### src/rtl/io_pad_rx_conditioner_pkg.sv
// Shared types and width helpers for the pad receive conditioner.
package io_pad_rx_conditioner_pkg;

  typedef enum logic {
    ST_BLANK = 1'b0,
    ST_RUN   = 1'b1
  } blank_state_e;

  // Bits needed to hold values 0..max_val, never less than one bit.
  function automatic int width_of(input int max_val);
    return (max_val < 2) ? 1 : $clog2(max_val + 1);
  endfunction

endpackage

### src/rtl/io_glitch_filter.sv
// One receive channel: synchroniser chain, stability counter and edge pulses.
module io_glitch_filter #(
  parameter int SYNC_STAGES = 2,
  parameter int FILTER_LEN  = 4
) (
  input  logic clk,
  input  logic rst,
  input  logic blank,
  input  logic din,
  output logic level,
  output logic rise,
  output logic fall
);

  localparam int CW = $clog2(FILTER_LEN + 1);
  localparam logic [CW-1:0] CNT_MAX = CW'(FILTER_LEN - 1);

  logic [SYNC_STAGES-1:0] sync_q;
  logic [CW-1:0]          cnt;
  logic                   s;

  assign s = sync_q[SYNC_STAGES-1];

  // The raw pad line goes straight into the first flop.
  always_ff @(posedge clk or posedge rst) begin
    if (rst) sync_q <= '0;
    else     sync_q <= {sync_q[SYNC_STAGES-2:0], din};
  end

  always_ff @(posedge clk or posedge rst) begin
    if (rst) begin
      level <= 1'b0;
      cnt   <= '0;
      rise  <= 1'b0;
      fall  <= 1'b0;
    end else begin
      rise <= 1'b0;
      fall <= 1'b0;
      if (blank) begin
        level <= s;
        cnt   <= '0;
      end else if (s == level) begin
        cnt <= '0;
      end else if (cnt == CNT_MAX) begin
        level <= s;
        cnt   <= '0;
        rise  <= s;
        fall  <= ~s;
      end else begin
        cnt <= cnt + 1'b1;
      end
    end
  end

endmodule

### src/rtl/io_pad_rx_conditioner.sv
// Pad receive front end: per-channel filters plus output blanking after a
// func_select change or reset.
module io_pad_rx_conditioner
  import io_pad_rx_conditioner_pkg::*;
#(
  parameter int TXCOUNT     = 2,
  parameter int RXCOUNT     = 2,
  parameter int SYNC_STAGES = 2,
  parameter int FILTER_LEN  = 4,
  parameter int SETTLE      = 8,
  localparam int MUXWIDTH   = $clog2(TXCOUNT + RXCOUNT)
) (
  input  logic                clk,
  input  logic                rst,
  input  logic [MUXWIDTH-1:0] func_select,
  input  logic [RXCOUNT-1:0]  func_receive,
  output logic [RXCOUNT-1:0]  rx_level,
  output logic [RXCOUNT-1:0]  rx_rise,
  output logic [RXCOUNT-1:0]  rx_fall,
  output logic                rx_valid
);

  localparam int SCW = width_of(SETTLE - 1);
  localparam logic [SCW-1:0] SETTLE_MAX = SCW'(SETTLE - 1);

  generate
    if (TXCOUNT < 1 || RXCOUNT < 1 || SYNC_STAGES < 2 || FILTER_LEN < 1 || SETTLE < 1) begin : g_bad_param
      $error("io_pad_rx_conditioner: parameter out of range");
    end
  endgenerate

  blank_state_e        state, state_d;
  logic [SCW-1:0]      settle_cnt, settle_cnt_d;
  logic [MUXWIDTH-1:0] sel_q;
  logic                sel_vld;
  logic                change;
  logic                blank;

  // sel_q holds no real selection until the first clock after reset.
  assign change = sel_vld && (sel_q != func_select);
  assign blank  = (state == ST_BLANK) || change;

  always_ff @(posedge clk or posedge rst) begin
    if (rst) begin
      state      <= ST_BLANK;
      settle_cnt <= SETTLE_MAX;
      sel_q      <= '0;
      sel_vld    <= 1'b0;
      rx_valid   <= 1'b0;
    end else begin
      state      <= state_d;
      settle_cnt <= settle_cnt_d;
      sel_q      <= func_select;
      sel_vld    <= 1'b1;
      rx_valid   <= (state_d == ST_RUN);
    end
  end

  always_comb begin
    state_d      = state;
    settle_cnt_d = settle_cnt;
    if (change) begin
      state_d      = ST_BLANK;
      settle_cnt_d = SETTLE_MAX;
    end else if (state == ST_BLANK) begin
      if (settle_cnt == '0) state_d = ST_RUN;
      else                  settle_cnt_d = settle_cnt - 1'b1;
    end
  end

  for (genvar i = 0; i < RXCOUNT; i++) begin : g_ch
    io_glitch_filter #(
      .SYNC_STAGES (SYNC_STAGES),
      .FILTER_LEN  (FILTER_LEN)
    ) u_filter (
      .clk   (clk),
      .rst   (rst),
      .blank (blank),
      .din   (func_receive[i]),
      .level (rx_level[i]),
      .rise  (rx_rise[i]),
      .fall  (rx_fall[i])
    );
  end

endmodule

### config.mk
export PLATFORM = sky130hd
export DESIGN_NAME = io_pad_rx_conditioner
export DESIGN_NICKNAME = d
export VERILOG_FILES = /design/src/rtl/io_pad_rx_conditioner_pkg.sv /design/src/rtl/io_glitch_filter.sv /design/src/rtl/io_pad_rx_conditioner.sv
export SDC_FILE = /design/constraint.sdc
export NUM_CORES = 1
export LEC_CHECK = 0
export CORE_MARGIN = 1
export CORE_UTILIZATION = 53
export CTS_CLUSTER_DIAMETER = 120
export DETAILED_ROUTE_END_ITERATION = 7
export DONT_BUFFER_PORTS = 1
export HOLD_SLACK_MARGIN = 0.08
export PLACE_DENSITY = 0.78
export SLEW_MARGIN = 5
export SYNTH_ARGS = -nofsm -noshare
export SYNTH_HDL_FRONTEND = slang
export SYNTH_SLANG_ARGS = --single-unit
export TNS_END_PERCENT = 10
### constraint.sdc
create_clock -name clk -period 1.2 [get_ports clk]
set_input_delay 0.24 -clock clk [delete_from_list [all_inputs] [get_ports clk]]
set_output_delay 0.24 -clock clk [all_outputs]
set_load 0.005 [all_outputs]
### Yosys cells after proc, flatten, opt, wreduce, memory -nomap -nowiden

Index checks and enable logic that the tools add are counted.

| word-level totals | value |
|---|---|
| bits in registers | 23 |
| bits of input ports | 6 |
| output and inout port bits | 7 |

| cells by class | value |
|---|---|
| add/sub/neg operators | 3 |
| equal/unequal tests | 9 |
| mux-type cells | 30 |
| bitwise gates (word level) | 3 |
| reduce and logical (&&, ||, !) cells | 8 |

Operator list:

| kind | count |
|---|---|
| two-way mux 3 bit | 9 |
| two-way mux 1 bit | 21 |
| adder 3 x 1 -> 3 bit (second input constant) | 2 |
| equality test 3 x 2 -> 1 bit (second input constant) | 2 |
| != test 2 bit (second input constant) | 3 |
| AND reduction 2 bit | 3 |
| nonzero test 2 bit | 2 |
| logical NOT 3 bit | 1 |
| NOT 1 bit | 3 |
| subtractor 3 x 1 -> 3 bit (second input constant) | 1 |
| equality test 1 bit | 2 |
| != test 2 x 1 -> 1 bit (second input constant) | 1 |
| != test 2 bit | 1 |
| logical AND 1 bit | 1 |
| logical OR 1 bit | 1 |

### Depth between registers and ports, before layout

| logic depth | value |
|---|---|
| depth after elaboration | 5 |
| depth in mapped cells | 5 |
| depth with buffers taken out | 5 |

### Modules after synthesis

A second synthesis with hierarchy kept.

| second synthesis, totals | value |
|---|---|
| cells, all modules | 74 |
| area, all modules | 958.4 um^2 |

By module, submodules not included:

| module | times used | cells an instance | area each (um^2) | sequential area each (um^2) |
|---|---|---|---|---|
| io_glitch_filter | 2 | 23 | 317.8 | 200.2 |
| io_pad_rx_conditioner | 1 | 28 | 322.8 | 178.9 |

### Least setup slack after synthesis

No wires, ideal clock.

| path | value |
|---|---|
| kind | register -> register |
| start | register settle_cnt[0] |
| end | register settle_cnt[0] |
| library setup time | 85 ps |
| arrival time | 1235 ps |
| slack | -120 ps |
| stages on the path, launching flop included | 6 |
| buffers on the path | 0 |
| period minus slack after synthesis | 1320 ps |
| cells stage by stage | dfstp_2 -> inv_1 -> ha_1 -> a21oi_1 -> xnor2_1 -> nand2_1 |

| between the ends | value |
|---|---|
| word-level cells in the longest chain between the ends | 4 |
| elaborated cells on any way between the ends | 7 |
| classes of those cells | add/sub: 1; eq/ne: 1; mux: 3; reduce/logical: 2 |

RTL lines:

| item | RTL line | RTL |
|---|---|---|
| start: declaration | io_pad_rx_conditioner.sv:33 | `logic [SCW-1:0] settle_cnt, settle_cnt_d;` |
| start signal: assignment | io_pad_rx_conditioner.sv:52 | `settle_cnt <= settle_cnt_d;` |
| subtractor 3 x 1 -> 3 bit | io_pad_rx_conditioner.sv:67 | `else settle_cnt_d = settle_cnt - 1'b1;` |
| two-way mux 3 bit | io_pad_rx_conditioner.sv:66 | `if (settle_cnt == '0) state_d = ST_RUN;` |
| two-way mux 3 bit | io_pad_rx_conditioner.sv:65 | `end else if (state == ST_BLANK) begin` |
| two-way mux 3 bit | io_pad_rx_conditioner.sv:62 | `if (change) begin` |

Parallel ways exist; a longest one is shown, timed or not. The select of a mux whose other input is x is not followed.
A chain may end at the register's enable or synchronous reset.

### Final worst setup path

| path | value |
|---|---|
| start | register sel_q[1] |
| end | register g_ch[1].u_filter.level |

| between the ends | value |
|---|---|
| word-level cells in the longest chain between the ends | 5 |
| elaborated cells on any way between the ends | 7 |
| classes of those cells | eq/ne: 2; mux: 1; reduce/logical: 4 |

RTL lines:

| item | RTL line | RTL |
|---|---|---|
| start: declaration | io_pad_rx_conditioner.sv:34 | `logic [MUXWIDTH-1:0] sel_q;` |
| start signal: assignment | io_pad_rx_conditioner.sv:53 | `sel_q <= func_select;` |
| != test 2 bit (*) | io_pad_rx_conditioner.sv:40 | `assign change = sel_vld && (sel_q != func_select);` |
| logical AND 1 bit (*) | io_pad_rx_conditioner.sv:40 |  |
| logical OR 1 bit (*) | io_pad_rx_conditioner.sv:41 | `assign blank = (state == ST_BLANK) \|\| change;` |
| != test 2 bit (no line) / nonzero test 2 bit (equally long branches) | n/a |  |
| AND reduction 2 bit (no line) | n/a |  |
| end signal: assignment | io_glitch_filter.sv:40 | `level <= s;` |
| end signal: assignment | io_glitch_filter.sv:45 | `level <= s;` |
| end: declaration | io_glitch_filter.sv:10 | `output logic level,` |

Mark *: on every way between the ends. The rest lies on a longest branch, timed or not.

==> metrics.txt <==
synthesized instance count 79; number of distinct library cells after synthesis 26; Synth area leaders dfrtp_1 (50%), dfstp_2 (7.9%), ha_1 (5.0%); clk buf depth 2; Top Ports 13; share of cells above drive strength 1 34.8%; largest net degree at the start of global routing 24; CTS Buf Count 3; post-synth top area cell dfrtp_1; CP Class reg -> reg; vias per cell 4.89; DR pass1 iterations 4; met2 wire len 634 um; Data arrival, critical path 1.49 ns; Final Skew 0.00356 ns; CP max stage delay a little over 0.4 ns; slowest cell on the critical path dfrtp_1; Fin. Hold Viols 0; clock share of power 20.4%; Warnings, synthesis 0; RD Place Congestion 0.689; # port buffers 0; Fmax achieved between 700 and 800 MHz; Final Util 67.3%; most frequent cell after synthesis dfrtp_1; final setup fails 10; Root Driver clkbuf_4; clk slew on worst S/H paths 0.11 ns; Total Routing Usage GR 15.4%; ANT cells 0; antenna-violating nets left 0; Die Ht ~46 um; first-pass GRT wire length 2.21 mm; Post-Place Setup Slack -0.0926 ns; Setup crit start sel_q[1]; asr flop ratio synth 100%; critical path endpoint g_ch[1].u_filter.level; required time worst endpoint 1.40 ns; HPWL Detailed 987 um; top cell type's share of synthesized area 49.9%; CTS tree yes; top layer used by detailed routing met4; metal3 WL 50 um; Worst Setup End Kind flop; Post-synth top cells dfrtp_1 (20), inv_1 (9), buf_4 (6); Mean Syn Cell Area 12.7 um^2; crit path cell chain xor2_2, o21ai_4, a31oi_1, a41o_1; sequential area share after synthesis 57.7%; Post-synth EDFFs 0; vias in the first global route 537; Max-Cap Viols 0; Reg-to-Reg Start sel_q[1]; final worst path period need 1.28 ns; Via Count 558; Fillers 131; Logic pwr share a little under a quarter; Initial DRC Count 4; internal power 0.00120 W; failing checks negative setup slack; net switching power 0.000470 W; final routed DRC violation total 0; Initial Util between 50% and 60%; R2R Path End g_ch[1].u_filter.level; Layout Area Growth over Synthesis 17.1%; M1 WL approximately 640 um; clock sinks 23; Leak Pwr 0.532 nW; initial antenna violation count 0; H-tree Lvls 1; Max Slew Vio Count 0; chip width 45.5 um; RSZ-0062 raised after global routing true; setup ws final -0.0839 ns; hold crit path type reg -> reg; final net count 100; r2r worst-path depth 4; Reg2Reg Setup Slack -0.08 ns; row count 15; Die Area 2070 um^2; core area 1750 um^2; crit path launch type flop; clk_lat worst skew 0.30 ns; cell area after synthesis 1000 um^2; sequential share of power 56.5%; status complete, but fails checks; Yosys reg bits 23; peak supply drop 0.921 mV; Top FF cell, synth dfrtp_1; Syn Nets 89; switching share of total power 28.2%; final wirelength 1.35 mm; crit share post-route 107%; Routed WL per cell roughly 12 um; CP max FO 6; Cell Pwr Density 1420 nW/um^2; HP Start g_ch[1].u_filter.sync_q[0]; grt total ovfl 0
==> sequential cells by signal (all words and copies together) (netlist names) <==
register,flops
g_ch.u_filter.cnt,6
g_ch.u_filter.fall,2
g_ch.u_filter.level,2
g_ch.u_filter.rise,2
g_ch.u_filter.sync_q,4
sel_q,2
sel_vld,1
settle_cnt,3
state,1
==> metal layers <==
metal	track usage [%]	vias to the layer above
met5	0	-
met1	21.1	268
met4	9.09	0
met2	22.9	13
met3	2.78	4
li1	-	273
==> placed cells by master, fill, tap and decap left out, drive strengths merged <==
| master | Yosys | final |
|---|---|---|
| dfstp | 3 | 3 |
| ha | 4 | 4 |
| clkbuf | 0 | 4 |
| nor4b | 2 | 2 |
| nand3 | 2 | 2 |
| o21ai | 2 | 2 |
| xnor2 | 1 | 1 |
| o31ai | 1 | 1 |
| nor3b | 4 | 4 |
| inv | 9 | 9 |
| nand2 | 3 | 3 |
| nor4 | 2 | 2 |
| nand2b | 3 | 3 |
| a41o | 1 | 1 |
| a311o | 1 | 1 |
| conb | 1 | 1 |
| xor2 | 4 | 4 |
| dfrtp | 20 | 20 |
| a31oi | 1 | 1 |
| dlygate4sd3 | 0 | 5 |
| buf | 7 | 8 |
| nor2 | 4 | 4 |
| o21a | 1 | 1 |
| a21oi | 2 | 2 |
| o211ai | 1 | 1 |
==> stage by stage <==
step / instance area [um^2] / setup TNS, ns / hold WS [ns] / total power (W) / std cells
2_1_floorplan: 1020 / 0 / 0.240 / 0.00122 / 79
3_3_place_gp: 1050 / -0.0882 / 0.183 / 0.00129 / 104
3_5_place_dp: 1050 / -0.526 / 0.184 / 0.00131 / 104
4_1_cts: 1160 / -0.684 / 0.361 / 0.00168 / 114
5_1_grt: 1170 / -1.46 / 0.369 / 0.00178 / 114
6_report: 1170 / -0.448 / 0.359 / 0.00167 / 114
==> power groups by stage <==
stage               sequential, W  clock [W]  combinational (W)
global placement         0.000947          0           0.000340
CTS                      0.000941   0.000353           0.000387
finish                   0.000942   0.000340           0.000386
detailed placement       0.000951          0           0.000360
global route             0.000956   0.000385           0.000434
floorplan                0.000935          0           0.000288
==> timing repair <==
item,in CTS,in global routing
gates resized for setup,5,3
hold endpoints to repair,24,0
setup buffers,1,0
endpoints found under the setup margin,14,16
hold buffers,5,0
pin swaps,6,1
==> area by class of cell <==
class                           instances  area, um^2  share of cell area [%]
Inverter                                9        33.8                    2.88
Clock buffer                            4        26.3                    2.24
Timing Repair Buffer                   13         110                    9.37
Multi-Input combinational cell         40         393                    33.4
Sequential cell                        23         581                    49.4
Tap cell                               25        31.3                    2.66
==> worst max-delay path, delay by kind of cell (launching register included) <==
kind / cells / cell delay, ns
AOI/OAI and AO/OA: 3 / 0.59
DFF: 1 / 0.41
xor gates and xnor gates: 1 / 0.17
==> logic make-up (layout without fill, tap and decap cells) <==
group | after synthesis | count (layout) | share of synthesized area [%]
adders and majority gates | 4 | 4 | 4.99
DFF | 23 | 23 | 57.7
AOI/OAI and AO/OA | 10 | 10 | 7.98
buffers and inverters | 16 | 26 | 8.35
other | 1 | 1 | 0.374
xor gates and xnor gates | 5 | 5 | 4.36
and+or+nand+nor | 20 | 20 | 16.2
==> how the worst min path moves through the flow <==
stage,end,cells past startpoint
floorplan,g_ch[0].u_filter.cnt[0],1
global placement,g_ch[0].u_filter.cnt[1],2
detailed placement,g_ch[0].u_filter.cnt[1],2
CTS,state,3
global route,g_ch[1].u_filter.sync_q[1],0
finish,g_ch[1].u_filter.sync_q[1],0
No activity file was read; power rests on OpenSTA's default activity.
